[config.mk]
export PLATFORM = sky130hd
export DESIGN_NAME = alu_core
export DESIGN_NICKNAME = d
export VERILOG_FILES = /design/src/rtl/alu_pkg.sv /design/src/rtl/alu_shifter.sv /design/src/rtl/alu_core.sv
export SDC_FILE = /design/constraint.sdc
export NUM_CORES = 1
export LEC_CHECK = 0
export BUFFER_PORTS_ARGS = -buffer_cell sky130_fd_sc_hd__buf_2
export CAP_MARGIN = 30
export CORE_UTILIZATION = 45
export CTS_CLUSTER_SIZE = 16
export DETAILED_ROUTE_END_ITERATION = 7
export PLACE_DENSITY = 0.69
export SLEW_MARGIN = 20
export SYNTH_ARGS = -nofsm -noshare
export SYNTH_HDL_FRONTEND = slang
export SYNTH_SLANG_ARGS = --single-unit
[constraint.sdc]
create_clock -name Clock -period 3.55 [get_ports Clock]
set_input_delay 0.5325 -clock Clock [delete_from_list [all_inputs] [get_ports Clock]]
set_output_delay 0.5325 -clock Clock [all_outputs]
set_load 0.02 [all_outputs]
[src/rtl/alu_pkg.sv]
// Shared definitions for the alu_core datapath ALU: FunSel opcodes,
// flag bit positions inside OutFlag, and the shifter control encoding.
package alu_pkg;

    // FunSel operation codes
    localparam logic [3:0] OP_A    = 4'b0000;
    localparam logic [3:0] OP_B    = 4'b0001;
    localparam logic [3:0] OP_NOTA = 4'b0010;
    localparam logic [3:0] OP_NOTB = 4'b0011;
    localparam logic [3:0] OP_ADD  = 4'b0100;
    localparam logic [3:0] OP_ADC  = 4'b0101;
    localparam logic [3:0] OP_SUB  = 4'b0110;
    localparam logic [3:0] OP_AND  = 4'b0111;
    localparam logic [3:0] OP_OR   = 4'b1000;
    localparam logic [3:0] OP_XOR  = 4'b1001;
    localparam logic [3:0] OP_LSL  = 4'b1010;
    localparam logic [3:0] OP_LSR  = 4'b1011;
    localparam logic [3:0] OP_ASL  = 4'b1100;
    localparam logic [3:0] OP_ASR  = 4'b1101;
    localparam logic [3:0] OP_CSL  = 4'b1110;
    localparam logic [3:0] OP_CSR  = 4'b1111;

    // Bit positions inside the {Z,C,N,O} flag register
    localparam int FLG_Z = 3;
    localparam int FLG_C = 2;
    localparam int FLG_N = 1;
    localparam int FLG_O = 0;

    // What fills the vacated bit position of a one-bit shift
    typedef enum logic [1:0] {
        SH_LOGIC = 2'd0,  // zero fill
        SH_ARITH = 2'd1,  // sign fill on right shifts, zero fill on left
        SH_CARRY = 2'd2   // stored carry flag fills the vacated bit
    } shift_kind_e;

    typedef enum logic {
        SH_LEFT  = 1'b0,
        SH_RIGHT = 1'b1
    } shift_dir_e;

    // Shift opcodes come in left/right pairs; bits [2:1] select the kind
    // and bit [0] the direction.
    function automatic shift_kind_e shift_kind_of(input logic [3:0] fun_sel);
        shift_kind_e kind;
        case (fun_sel[2:1])
            2'b10:   kind = SH_ARITH;
            2'b11:   kind = SH_CARRY;
            default: kind = SH_LOGIC;
        endcase
        return kind;
    endfunction

    function automatic shift_dir_e shift_dir_of(input logic [3:0] fun_sel);
        return fun_sel[0] ? SH_RIGHT : SH_LEFT;
    endfunction

endpackage

[src/rtl/alu_shifter.sv]
// One-bit shifter for alu_core. Purely combinational: shifts a_i one place
// left or right, choosing the fill bit by shift kind, and reports the bit
// that falls off the end so the caller can load it into the carry flag.
module alu_shifter
    import alu_pkg::*;
#(
    parameter int WIDTH = 8
) (
    input  logic [WIDTH-1:0] a_i,
    input  logic             carry_i,
    input  shift_kind_e      kind_i,
    input  shift_dir_e       dir_i,
    output logic [WIDTH-1:0] result_o,
    output logic             shift_out_o
);

    logic fill;

    // Pick the fill bit and form the shifted word
    always_comb begin
        // NOTE: every output of a combinational block gets a default first, so
        // no path through the block leaves a value unassigned and infers a latch.
        fill        = 1'b0;
        result_o    = '0;
        shift_out_o = 1'b0;
        if (dir_i == SH_LEFT) begin
            fill        = (kind_i == SH_CARRY) ? carry_i : 1'b0;
            result_o    = {a_i[WIDTH-2:0], fill};
            shift_out_o = a_i[WIDTH-1];
        end else begin
            case (kind_i)
                SH_ARITH: fill = a_i[WIDTH-1];
                SH_CARRY: fill = carry_i;
                default:  fill = 1'b0;
            endcase
            result_o    = {fill, a_i[WIDTH-1:1]};
            shift_out_o = a_i[0];
        end
    end

endmodule

[src/rtl/alu_core.sv]
// WIDTH-bit datapath ALU with a registered {Z,C,N,O} status flag register.
// The result is combinational from A, B, FunSel and the stored carry; the
// flags are recomputed every cycle and captured on the rising Clock edge.
// Ops that do not define C or O leave those flags unchanged. ADC, CSL and
// CSR always consume the registered carry, never the one being computed.
// Build option ALU_OUT_REG_EN: when defined, OutALU is registered on the
// same edge as OutFlag (one cycle of latency) and resets to zero.
module alu_core
    import alu_pkg::*;
#(
    parameter int WIDTH = 8
) (
    input  logic             Clock,
    input  logic             Reset,
    input  logic [WIDTH-1:0] A,
    input  logic [WIDTH-1:0] B,
    input  logic [3:0]       FunSel,
    output logic [WIDTH-1:0] OutALU,
    output logic [3:0]       OutFlag
);

    localparam int MSB = WIDTH - 1;

    logic [3:0]       flag_q;
    logic [3:0]       flag_d;
    logic             carry_q;

    logic [WIDTH-1:0] alu_res;

    logic [WIDTH-1:0] add_b;
    logic             add_cin;
    logic [WIDTH:0]   add_sum;
    logic             add_ovf;

    logic [WIDTH-1:0] sh_res;
    logic             sh_out;

    assign carry_q = flag_q[FLG_C];

    // Shared adder: ADD and ADC add B, SUB adds ~B with a forced carry-in
    always_comb begin
        add_b   = B;
        add_cin = 1'b0;
        case (FunSel)
            OP_ADC: add_cin = carry_q;
            OP_SUB: begin
                add_b   = ~B;
                add_cin = 1'b1;
            end
            default: ;
        endcase
    end

    assign add_sum = {1'b0, A} + {1'b0, add_b} + {{WIDTH{1'b0}}, add_cin};

    // Both operands entering the adder share a sign that the sum does not.
    // With add_b = ~B this is exactly the subtract rule: A and B differ in
    // sign and the difference differs in sign from A.
    assign add_ovf = (A[MSB] == add_b[MSB]) && (add_sum[MSB] != A[MSB]);

    alu_shifter #(
        .WIDTH(WIDTH)
    ) u_shifter (
        .a_i        (A),
        .carry_i    (carry_q),
        .kind_i     (shift_kind_of(FunSel)),
        .dir_i      (shift_dir_of(FunSel)),
        .result_o   (sh_res),
        .shift_out_o(sh_out)
    );

    // Select the result and work out the next flag register value
    always_comb begin
        alu_res = '0;
        flag_d  = flag_q;
        case (FunSel)
            OP_A:    alu_res = A;
            OP_B:    alu_res = B;
            OP_NOTA: alu_res = ~A;
            OP_NOTB: alu_res = ~B;
            OP_ADD, OP_ADC, OP_SUB: begin
                alu_res       = add_sum[MSB:0];
                flag_d[FLG_C] = add_sum[WIDTH];
                flag_d[FLG_O] = add_ovf;
            end
            OP_AND:  alu_res = A & B;
            OP_OR:   alu_res = A | B;
            OP_XOR:  alu_res = A ^ B;
            OP_LSL, OP_LSR, OP_CSL, OP_CSR: begin
                alu_res       = sh_res;
                flag_d[FLG_C] = sh_out;
            end
            OP_ASL: begin
                alu_res       = sh_res;
                flag_d[FLG_C] = sh_out;
                flag_d[FLG_O] = A[MSB] ^ A[MSB-1];
            end
            OP_ASR:  alu_res = sh_res;
            default: alu_res = '0;
        endcase

        // Z and N follow the result on every defined op; an unknown FunSel
        // lands in the default arm above and leaves every flag held.
        case (FunSel)
            OP_A, OP_B, OP_NOTA, OP_NOTB, OP_ADD, OP_ADC, OP_SUB, OP_AND,
            OP_OR, OP_XOR, OP_LSL, OP_LSR, OP_ASL, OP_ASR, OP_CSL, OP_CSR: begin
                flag_d[FLG_Z] = (alu_res == '0);
                flag_d[FLG_N] = alu_res[MSB];
            end
            default: ;
        endcase
    end

    // Flag register with synchronous active-low reset
    always_ff @(posedge Clock) begin
        // NOTE: clocked state uses non-blocking assignments so every register
        // samples its inputs from before the edge, independent of block order.
        if (!Reset) begin
            flag_q <= 4'b0000;
        end else begin
            flag_q <= flag_d;
        end
    end

    assign OutFlag = flag_q;

`ifdef ALU_OUT_REG_EN
    logic [WIDTH-1:0] out_q;

    // Result register, captured on the same edge as the flags
    always_ff @(posedge Clock) begin
        if (!Reset) begin
            out_q <= '0;
        end else begin
            out_q <= alu_res;
        end
    end

    assign OutALU = out_q;
`else
    assign OutALU = alu_res;
`endif

endmodule

==> results by group, run 1 <==
Clock network
  – Clk sink count: 4
  – Root buffer cell: clkbuf_8
  – Clock Path Buffers: 2
  – Clock transition at the registers of the reported paths: around 30 ps
  – H-tree depth: 1
  – TritonCTS clock tree: done
  – Post-CTS Setup Repair Bufs: 0
  – CTS Hold Bufs: 0
  – Clk Latency, worst-skew pair: about 230 ps
  – Num CTS Buffers: 3

Power and ir drop
  – Lkg Pwr: 0.9621 nW
  – Combinational cell fraction of total power: 0.674
  – Int Power: between 200 and 300 µW
  – Switching power: ~220 µW
  – Switch share: 0.4662
  – Sequential Power Share: 0.110
  – PD cells: between 200 and 250 mW/mm²
  – Peak supply drop: roughly 120 µV
  – Total Power: roughly 470 µW
  – Clk pwr share: 0.216

Detailed routing
  – DR iter-0 viols: about 210
  – Routed Antenna Nets: 0
  – Vias per cell: ~6.4
  – DRC: 0
  – Drt wl/cell: ~17 µm
  – Drt pass-1 iters: 6
  – Final wirelength: slightly below 6000 µm
  – Via count: 2,135

Floorplanning
  – Io pins: 34
  – Num rows: 23
  – Core region area: roughly 0.004 mm²
  – Chip width: 68.11 µm
  – DIE HEIGHT: 68.11 µm
  – Starting density of the core: 0.4813
  – Die area: ~0.0046 mm²

Setup path
  – Max stage delay cell, worst path: fa_2
  – CP max FO: 3
  – Required @ worst endpoint: slightly above 3000 ps
  – R2r startpoint: OutFlag[2]
  – Reg2reg setup slack: 810 ps
  – Critical path buffers and inverters: 2
  – Crit Path Class: in -> out
  – Reg2reg path depth: 11
  – Critical path arrival: 2820 ps
  – Crit. End Element: output port
  – CP peak stage delay: about 400 ps
  – Crit path cell chain: buf_2 > nand2b_1 > nor2_4 > xnor2_2 > fa_2 > fa_2 > a211oi_4 > o21ai_1 > nand3_1 > nand3_1 > a22oi_2 > buf_4
  – CP Launch Type: primary input
  – Delay-heaviest family, CP: adder cells
  – RR Endpoint: OutFlag[3]

Finish
  – Max reg flops: 4
  – Final core utilization: 0.5294
  – Fillers: between 300 and 400
  – P&R area growth vs syn: 9.987%
  – Final Non-Filler Cells: between 300 and 400
  – Share of cells above drive strength 1: 0.2394
  – Final net count: roughly 330
  – Diode count: 0

Placement
  – Hpwl dp: between 4000 and 5000 µm
  – RD Place Congestion: around 0.90
  – PortBufs: 33
  – DP Cell Count: 331

Timing
  – Final setup fails: 0
  – Crit share post-route: 0.9455
  – Clock skew: between 10 and 15 ps
  – WHS: 577.2 ps
  – Post-layout min period: between 3000 and 4000 ps
  – Fmax: slightly below 0.3 GHz
  – Pins Over Slew Limit: 0
  – Unrepaired setup endpoints after global routing: no
  – Slew Limit Headroom: 0.6021
  – Worst slew pin tran: a little under 600 ps
  – Hold Vio Cnt, Final: 0

Synth
  – Async set-or-reset flop fraction in the synthesized netlist: 0
  – Top_reg_cell synth: dfxtp_1
  – Synthesized area: approximately 0.002 mm²
  – Post-synth EDFFs: 0
  – Warnings, synthesis: 0
  – Syn_nets: roughly 300
  – Register bit total from synthesis: 4
  – Cell variety after synth: 70
  – Seq/Total Area, Yosys: 0.04071
  – Syn Area/Cell: 7.653 µm²
  – Post-Synthesis Cells: 257

Min path
  – Hold path start: OutFlag[0]
  – WHS Path Cells: 2
  – Worst min path class: reg -> reg
  – Worst hold endpoint: OutFlag[0]

GRT
  – Total GRT Usage: 0.2740
  – Largest net degree at the start of global routing: 45
  – Grt total ovfl: 0
  – Global-route wire length before repair: a little under 10,000 µm
  – Antenna violations before repair: 0
  – Vias in the first global route: just under 2,000

Flow run
  – Number of max-cap violations: 0

Status
  – Status: finished, final reports clean
## power groups by stage
stage / Combinational, mW / Sequential (mW) / Clock (mW)
after floorplan: 0.229 / 0.0542 / 0
after global placement: 0.304 / 0.0523 / 0
after detailed placement: 0.307 / 0.0526 / 0
after CTS: 0.309 / 0.0520 / 0.0985
after global routing: 0.350 / 0.0524 / 0.104
final: 0.317 / 0.0520 / 0.101
## cell families (layout without fill, tap and decap cells)
family / after synthesis / after routing / synth area share
buffers and inverters: 38 / 65 / 0.1298
DFF: 4 / 4 / 0.04071
muxes: 9 / 9 / 0.05025
xor gates and xnor gates: 10 / 10 / 0.04453
AOI/OAI and AO/OA: 85 / 85 / 0.3085
adders and majority gates: 25 / 25 / 0.1667
and+or+nand+nor: 86 / 86 / 0.2595
## synthesized netlist by cell type (7+ instances only)
library cell,n,area [µm²]
nand3_1,8,40.04
a21oi_1,18,90.09
nor2_1,14,52.55
o21ai_0,14,70.07
nand2_1,14,52.55
ha_1,23,287.8
xnor2_1,8,70.07
nand2b_1,7,43.79
buf_6,8,90.09
inv_1,19,71.32
## worst max-delay path by stage
stage	slack [ps]	depth (start not counted)	from	endpoint
floorplan	-20	13	FunSel[0]	OutALU[4]
global route	10	12	FunSel[0]	OutALU[4]
detailed placement	190	12	FunSel[0]	OutALU[6]
finish	190	12	FunSel[0]	OutALU[6]
global placement	270	12	FunSel[3]	OutALU[6]
CTS	190	12	FunSel[0]	OutALU[4]
## per-layer routing
layer / GRT usage / wire length, µm / part of all wire / up-vias
met5: 0 / 0 / 0 / -
met4: 0.05729 / 15 / 0.0026 / 0
met3: 0.02500 / 502 / 0.087 / 4
met2: 0.4449 / 2745 / 0.47 / 104
met1: 0.3876 / 2523 / 0.44 / 1008
li1: - / - / - / 1019
## worst min-delay path, delay by kind of cell (launching register included)
kind | cells | cell delay [ps]
flip-flops | 1 | 340
AO/OA/AOI/OAI | 2 | 200
## cells in the final DEF, fill, tap and decap left out, types with 3 or more instances in the layout
master,count
buf_2,32
ha_1,23
inv_1,19
a21oi_1,17
nor2_1,14
nand2_1,14
o21ai_0,13
buf_4,10
nand3_1,8
nand2b_1,7
xnor2_1,7
o21ai_1,5
a21o_1,5
mux2i_1,5
nor3b_1,5
nand4_1,5
dfxtp_1,4
or3_1,4
a22oi_1,3
nor2b_1,3
nor4bb_1,3
a32oi_1,3
mux2_2,3
nor3_1,3
a21boi_0,3
o32a_1,3
a31oi_1,3
clkbuf_8,3
## stage by stage
stage	worst slack (ps)	cell area [µm²]	TNS, ps
final	193.6	2163	0
after detailed placement	194.0	2112	0
after global routing	10.29	2163	0
after CTS	194.4	2153	0
after floorplan	-22.96	1997	-22.96
after global placement	267.5	2112	0
## what timing repair did
action                                  in CTS  in global routing
gates resized for setup                      0                  2
hold endpoints to repair                     0                  0
endpoints found under the setup margin       0                  2
## cell type report
cell class,count,area [µm²],area share
Multi-Input combinational cell,215,1669,0.7715
Inverter,20,75.07,0.03470
Timing Repair Buffer,42,235.2,0.1087
Sequential cell,4,80.08,0.03702
Tap cell,50,62.56,0.02892
Clock buffer,3,41.29,0.01909
Note: power is estimated with default switching activity, not from simulation.
==> inputs of run 2 (changes only) <==
--- a/config.mk
+++ b/config.mk
@@ -8,3 +8,3 @@
 export BUFFER_PORTS_ARGS = -buffer_cell sky130_fd_sc_hd__buf_2
-export CAP_MARGIN = 30
+export CAP_MARGIN = 20
 export CORE_UTILIZATION = 45
==> constraint.sdc (replaced) <==
create_clock -name Clock -period 3.55 [get_ports Clock]
set_input_delay 0.355 -clock Clock [delete_from_list [all_inputs] [get_ports Clock]]
set_output_delay 0.355 -clock Clock [all_outputs]
set_load 0.02 [all_outputs]
==> run 2 against run 1 <==
Compared with the run above:
- power is 4.3% lower
- critical path type unchanged
- non-clock buffer count is 3 lower
- global-route usage is 1.2 points lower
- combinational power is 5% lower
- largest power group unchanged
==> results by group, run 2 (synthesis gave the netlist of run 1 again) <==
GRT
  – Total GRT Usage: 0.2622
  – Antenna violations before repair: 0
  – Vias in the first global route: about 1,800
  – Global-route wire length before repair: roughly 9100 µm
  – Grt total ovfl: 0
  – Largest net degree at the start of global routing: between 40 and 50

Setup path
  – CP Launch Type: primary input
  – Crit. End Element: output port
  – CP peak stage delay: roughly 470 ps
  – Required @ worst endpoint: 3190 ps
  – Critical path arrival: about 2900 ps
  – Crit path cell chain: buf_2 > nand2b_1 > nor2_4 > xnor2_1 > fa_1 > fa_1 > xor2_1 > a32oi_1 > nand4b_1 > a21boi_0 > buf_2
  – Crit Path Class: in -> out
  – CP max FO: 5
  – Max stage delay cell, worst path: fa_1

Timing
  – WHS: ~440 ps
  – Final setup TNS: 0 ps
  – Hold Vio Cnt, Final: 0
  – Post-layout min period: around 3200 ps
  – Slew Limit Headroom: 0.6102
  – Unrepaired setup endpoints after global routing: no
  – Clock skew: 1.884 ps
  – Crit share post-route: 0.9095
  – Final worst setup slack: roughly 320 ps
  – Worst slew pin tran: slightly below 600 ps
  – Final setup fails: 0
  – Fmax: around 0.31 GHz
  – Pins Over Slew Limit: 0

Floorplanning
  – Starting density of the core: 0.4813
  – Core region area: 0.004086 mm²
  – Io pins: 34
  – Chip width: about 70 µm
  – Die area: about 0.0046 mm²
  – Num rows: 23
  – DIE HEIGHT: between 60 and 70 µm

Detailed routing
  – DR iter-0 viols: 130
  – Vias per cell: ~6.1
  – Final wirelength: 5634 µm
  – Via count: ~2,000
  – DRC: 0
  – Drt pass-1 iters: 4
  – Drt wl/cell: between 15 and 20 µm
  – Routed Antenna Nets: 0

Clock network
  – Root buffer cell: clkbuf_8
  – Post-cts resize count: 0
  – Clk Latency, worst-skew pair: approximately 220 ps
  – Clock Path Buffers: 2
  – TritonCTS clock tree: done
  – CTS Hold Bufs: 0
  – Clock transition at the registers of the reported paths: about 30 ps
  – Post-CTS Setup Repair Bufs: 0
  – Clk sink count: 4
  – H-tree depth: 1
  – Num CTS Buffers: 3

Placement
  – Post-Place Setup Slack: roughly 240 ps
  – Placement Cell Area: 0.002064 mm²
  – Hpwl dp: between 4000 and 5000 µm
  – RD Place Congestion: 0.8768
  – PortBufs: 33

Finish
  – Max reg flops: 4
  – Share of cells above drive strength 1: 0.2135
  – Most common cell after layout, fill and taps aside: buf_2
  – Post-route cell area: between 0.002 and 0.0025 mm²
  – Final net count: 330
  – Final core utilization: 0.5165
  – P&R area growth vs syn: 7.315%
  – Most frequent cells in the layout: buf_2 (33), ha_1 (23), inv_1 (19), a21oi_1 (18)
  – Diode count: 0

Flow run
  – Number of max-cap violations: 0

Min path
  – Worst min path class: in -> reg

Power and ir drop
  – Lkg Pwr: 0.9415 nW
  – PD cells: 213.1 mW/mm²
  – Peak supply drop: around 120 µV

Status
  – Status: finished, final reports clean
[run 2: changes by cell type in the layout (fill, tap and decap cells not counted), sizes merged]
cell and delta:
buf -3
[run 2: final cells by class]
cell class | instances | area [µm²]
fill | 421 | 1976
multi-input combinational | 215 | 1642
timing repair buffer | 39 | 210.2
sequential | 4 | 80.08
inverter | 20 | 75.07
tap | 50 | 62.56
clock buffer | 3 | 41.29
[run 2: critical path: cells and delay by family]
kind	cells	cell delay, ps
buffers and inverters	2	280
and+or+nand+nor	3	600
AOI/OAI and AO/OA	2	430
adders and majority gates	2	920
xor gates and xnor gates	2	280
[run 2: metal layers]
layer,wire length (µm),track usage,part of all wire
met2,2611,0.4130,0.46
met3,380,0.02833,0.067
met5,0,0,0
met4,50,0.06510,0.0089
met1,2592,0.3743,0.46
[run 2: metrics by stage]
step                total power, mW  std cells
CTS                          0.4467        331
global route                 0.4868        331
finish                       0.4498        331
global placement             0.3462        328
floorplan                    0.2782        257
detailed placement           0.3470        328
[run 2: path summary, 6_finish.rpt]
check              from    endpoint  slack (ps)  depth (start not counted)
max           FunSel[3]   OutALU[2]         320                         11
min               Reset  OutFlag[1]         440                          2
max reg2reg  OutFlag[2]  OutFlag[3]         680                         10
min reg2reg  OutFlag[0]  OutFlag[0]         580                          2
[run 2: where the power goes]
group | internal, mW | switching [mW] | leakage (nW) | total (mW)
logic | 0.120 | 0.182 | 0.887 | 0.302
clock network | 0.0723 | 0.0239 | 0.0216 | 0.0962
registers | 0.0487 | 0.00302 | 0.0328 | 0.0517
total | 0.241 | 0.209 | 0.941 | 0.450
==> inputs of run 3 (changes only) <==
==> constraint.sdc (replaced) <==
create_clock -name Clock -period 3.55 [get_ports Clock]
set_input_delay 0.71 -clock Clock [delete_from_list [all_inputs] [get_ports Clock]]
set_output_delay 0.71 -clock Clock [all_outputs]
set_load 0.02 [all_outputs]
==> run 3 against run 2 <==
Compared with the run above:
- the run now ends with negative setup slack left
- core utilization up 6.3 points
- clock skew about the same
- first-iteration DRC count up 78%
- sequential power down 2%
- clock power up 8%
- die area unchanged
- largest power group unchanged
- highest routed layer unchanged
==> results by group, run 3 (synthesis gave the netlist of run 1 again) <==
Min path
  – Hold path start: OutFlag[0]
  – Worst min path class: reg -> reg
  – WHS Path Cells: 2
  – Worst hold endpoint: OutFlag[0]

Finish
  – Share of cells above drive strength 1: 0.3221
  – Diode count: 0
  – Final Non-Filler Cells: ~350
  – Max reg flops: 4
  – Most common cell after layout, fill and taps aside: buf_2
  – Final net count: between 300 and 400
  – Most frequent cells in the layout: buf_2 (30), buf_4 (23), ha_1 (22), inv_1 (19), nand2_1 (14)
  – P&R area growth vs syn: 20.36%

Setup path
  – Crit Path Class: in -> out
  – Max stage delay cell, worst path: ha_2
  – Crit path cell chain: buf_6 > nand2b_4 > nor2_4 > buf_4 > xnor2_1 > ha_2 > buf_4 > xor2_1 > a32oi_1 > nand4b_1 > a21boi_4 > buf_2
  – Critical path buffers and inverters: 4
  – CP Launch Type: primary input
  – Required @ worst endpoint: roughly 2800 ps
  – Crit. End Element: output port
  – Delay-heaviest family, CP: buffers and inverters
  – Reg2reg path depth: 11
  – Reg2reg setup slack: roughly 800 ps
  – R2r startpoint: OutFlag[2]
  – Crit-path most repeated cell: buf_4
  – Critical path arrival: about 2900 ps
  – RR Endpoint: OutFlag[3]
  – CP max FO: 7
  – CP peak stage delay: between 300 and 400 ps

Timing
  – Final worst setup slack: -11.39 ps
  – Final setup fails: 1
  – Fmax: roughly 0.28 GHz
  – Slew Limit Headroom: 0.7096
  – Post-layout min period: roughly 3600 ps
  – Unrepaired setup endpoints after global routing: yes
  – Hold Vio Cnt, Final: 0
  – Crit share post-route: 1.003
  – Worst slew pin tran: 435.6 ps
  – Pins Over Slew Limit: 0
  – Clock skew: between 1.5 and 2 ps

Clock network
  – Clock Path Buffers: 2
  – Root buffer cell: clkbuf_8
  – H-tree depth: 1
  – Num CTS Buffers: 3
  – TritonCTS clock tree: done
  – Clk sink count: 4
  – Clk Latency, worst-skew pair: about 230 ps
  – Clock transition at the registers of the reported paths: approximately 30 ps

Flow run
  – Number of max-cap violations: 0

GRT
  – Antenna violations before repair: 0
  – Grt total ovfl: 0
  – Largest net degree at the start of global routing: between 40 and 50
  – Global-route wire length before repair: 9584 µm
  – Vias in the first global route: 1,967
  – Total GRT Usage: 0.2767

Power and ir drop
  – Total Power: between 500 and 600 µW
  – PD cells: around 220 mW/mm²
  – Peak supply drop: about 130 µV
  – Lkg Pwr: 1.066 nW

Detailed routing
  – Drt wl/cell: around 17 µm
  – Routed Antenna Nets: 0
  – Final wirelength: ~6100 µm
  – Vias per cell: approximately 6.3
  – Drt pass-1 iters: 4
  – DRC: 0
  – DR iter-0 viols: around 230
  – Via count: approximately 2,200

Status
  – Status: finished with violations
  – Failing checks: negative setup slack

Floorplanning
  – Core region area: a little over 0.004 mm²
  – Starting density of the core: 0.4813
  – Die area: 0.004639 mm²
  – DIE HEIGHT: about 68 µm
  – Io pins: 34
  – Chip width: between 60 and 70 µm
  – Num rows: 23

Placement
  – PortBufs: 33
  – RD Place Congestion: around 0.9
  – Hpwl dp: ~4600 µm
  – DP Cell Count: ~340
-- run 3: cell count changes in the layout (fill, tap and decap cells not counted), sizes merged --
cell  previous run  this run
buf             39        56
-- run 3: power by group --
group	internal, mW	switching [mW]
sequential	0.0486	0.00205
combinational	0.158	0.204
clock	0.0729	0.0309
total	0.280	0.237
-- run 3: worst max path at each step --
| stage | from | end | cells after the start |
|---|---|---|---|
| finish | FunSel[3] | OutALU[2] | 12 |
| global route | FunSel[3] | OutALU[6] | 12 |
| CTS | FunSel[3] | OutALU[6] | 12 |
| detailed placement | FunSel[3] | OutALU[6] | 12 |
| global placement | FunSel[3] | OutALU[6] | 12 |
| floorplan | FunSel[0] | OutALU[4] | 13 |
-- run 3: metal layers --
layer | wire length [µm] | part of all wire | global-route usage
met5 | 0 | 0 | 0
met4 | 152 | 0.025 | 0.09896
met3 | 449 | 0.074 | 0.02833
met2 | 2881 | 0.47 | 0.4412
met1 | 2588 | 0.43 | 0.3803
-- run 3: cell type report --
cell class	instances	area, µm²
fill	377	1719
multi-input combinational	215	1752
sequential	4	80.08
timing repair buffer	56	356.6
tap	50	62.56
inverter	20	75.07
clock buffer	3	41.29
-- run 3: repair_timing --
item	4_1_cts	5_1_grt
setup endpoints to repair	5	5
buffers inserted	2	0
hold buffers	0	0
resized for setup	8	9
pin swaps	4	1
-- run 3: worst register-to-register path, stage by stage (launching register included) --
cell and delay, ps:
dfxtp_1 330, nand3_1 90, a21oi_2 70, fa_2 360, fa_2 390, xor2_1 170
a32oi_1 250, nand4b_1 150, buf_4 180, a221oi_2 320, o211ai_1 170, nor4_2 160
-- run 3: metrics by stage --
step | worst slack (ps) | utilization | TNS, ps | instance area, µm² | hold WS (ps)
3_3_place_gp | -101.2 | 0.5481 | -147.6 | 2240 | 567.2
4_1_cts | -23.82 | 0.5698 | -23.82 | 2328 | 592.9
2_1_floorplan | -303.5 | - | -806.0 | 2042 | 602.0
6_report | -11.39 | 0.5793 | -11.39 | 2367 | 588.5
5_1_grt | -100.9 | 0.5793 | -335.1 | 2367 | 660.0
3_5_place_dp | -170.3 | 0.5481 | -291.9 | 2240 | 582.4
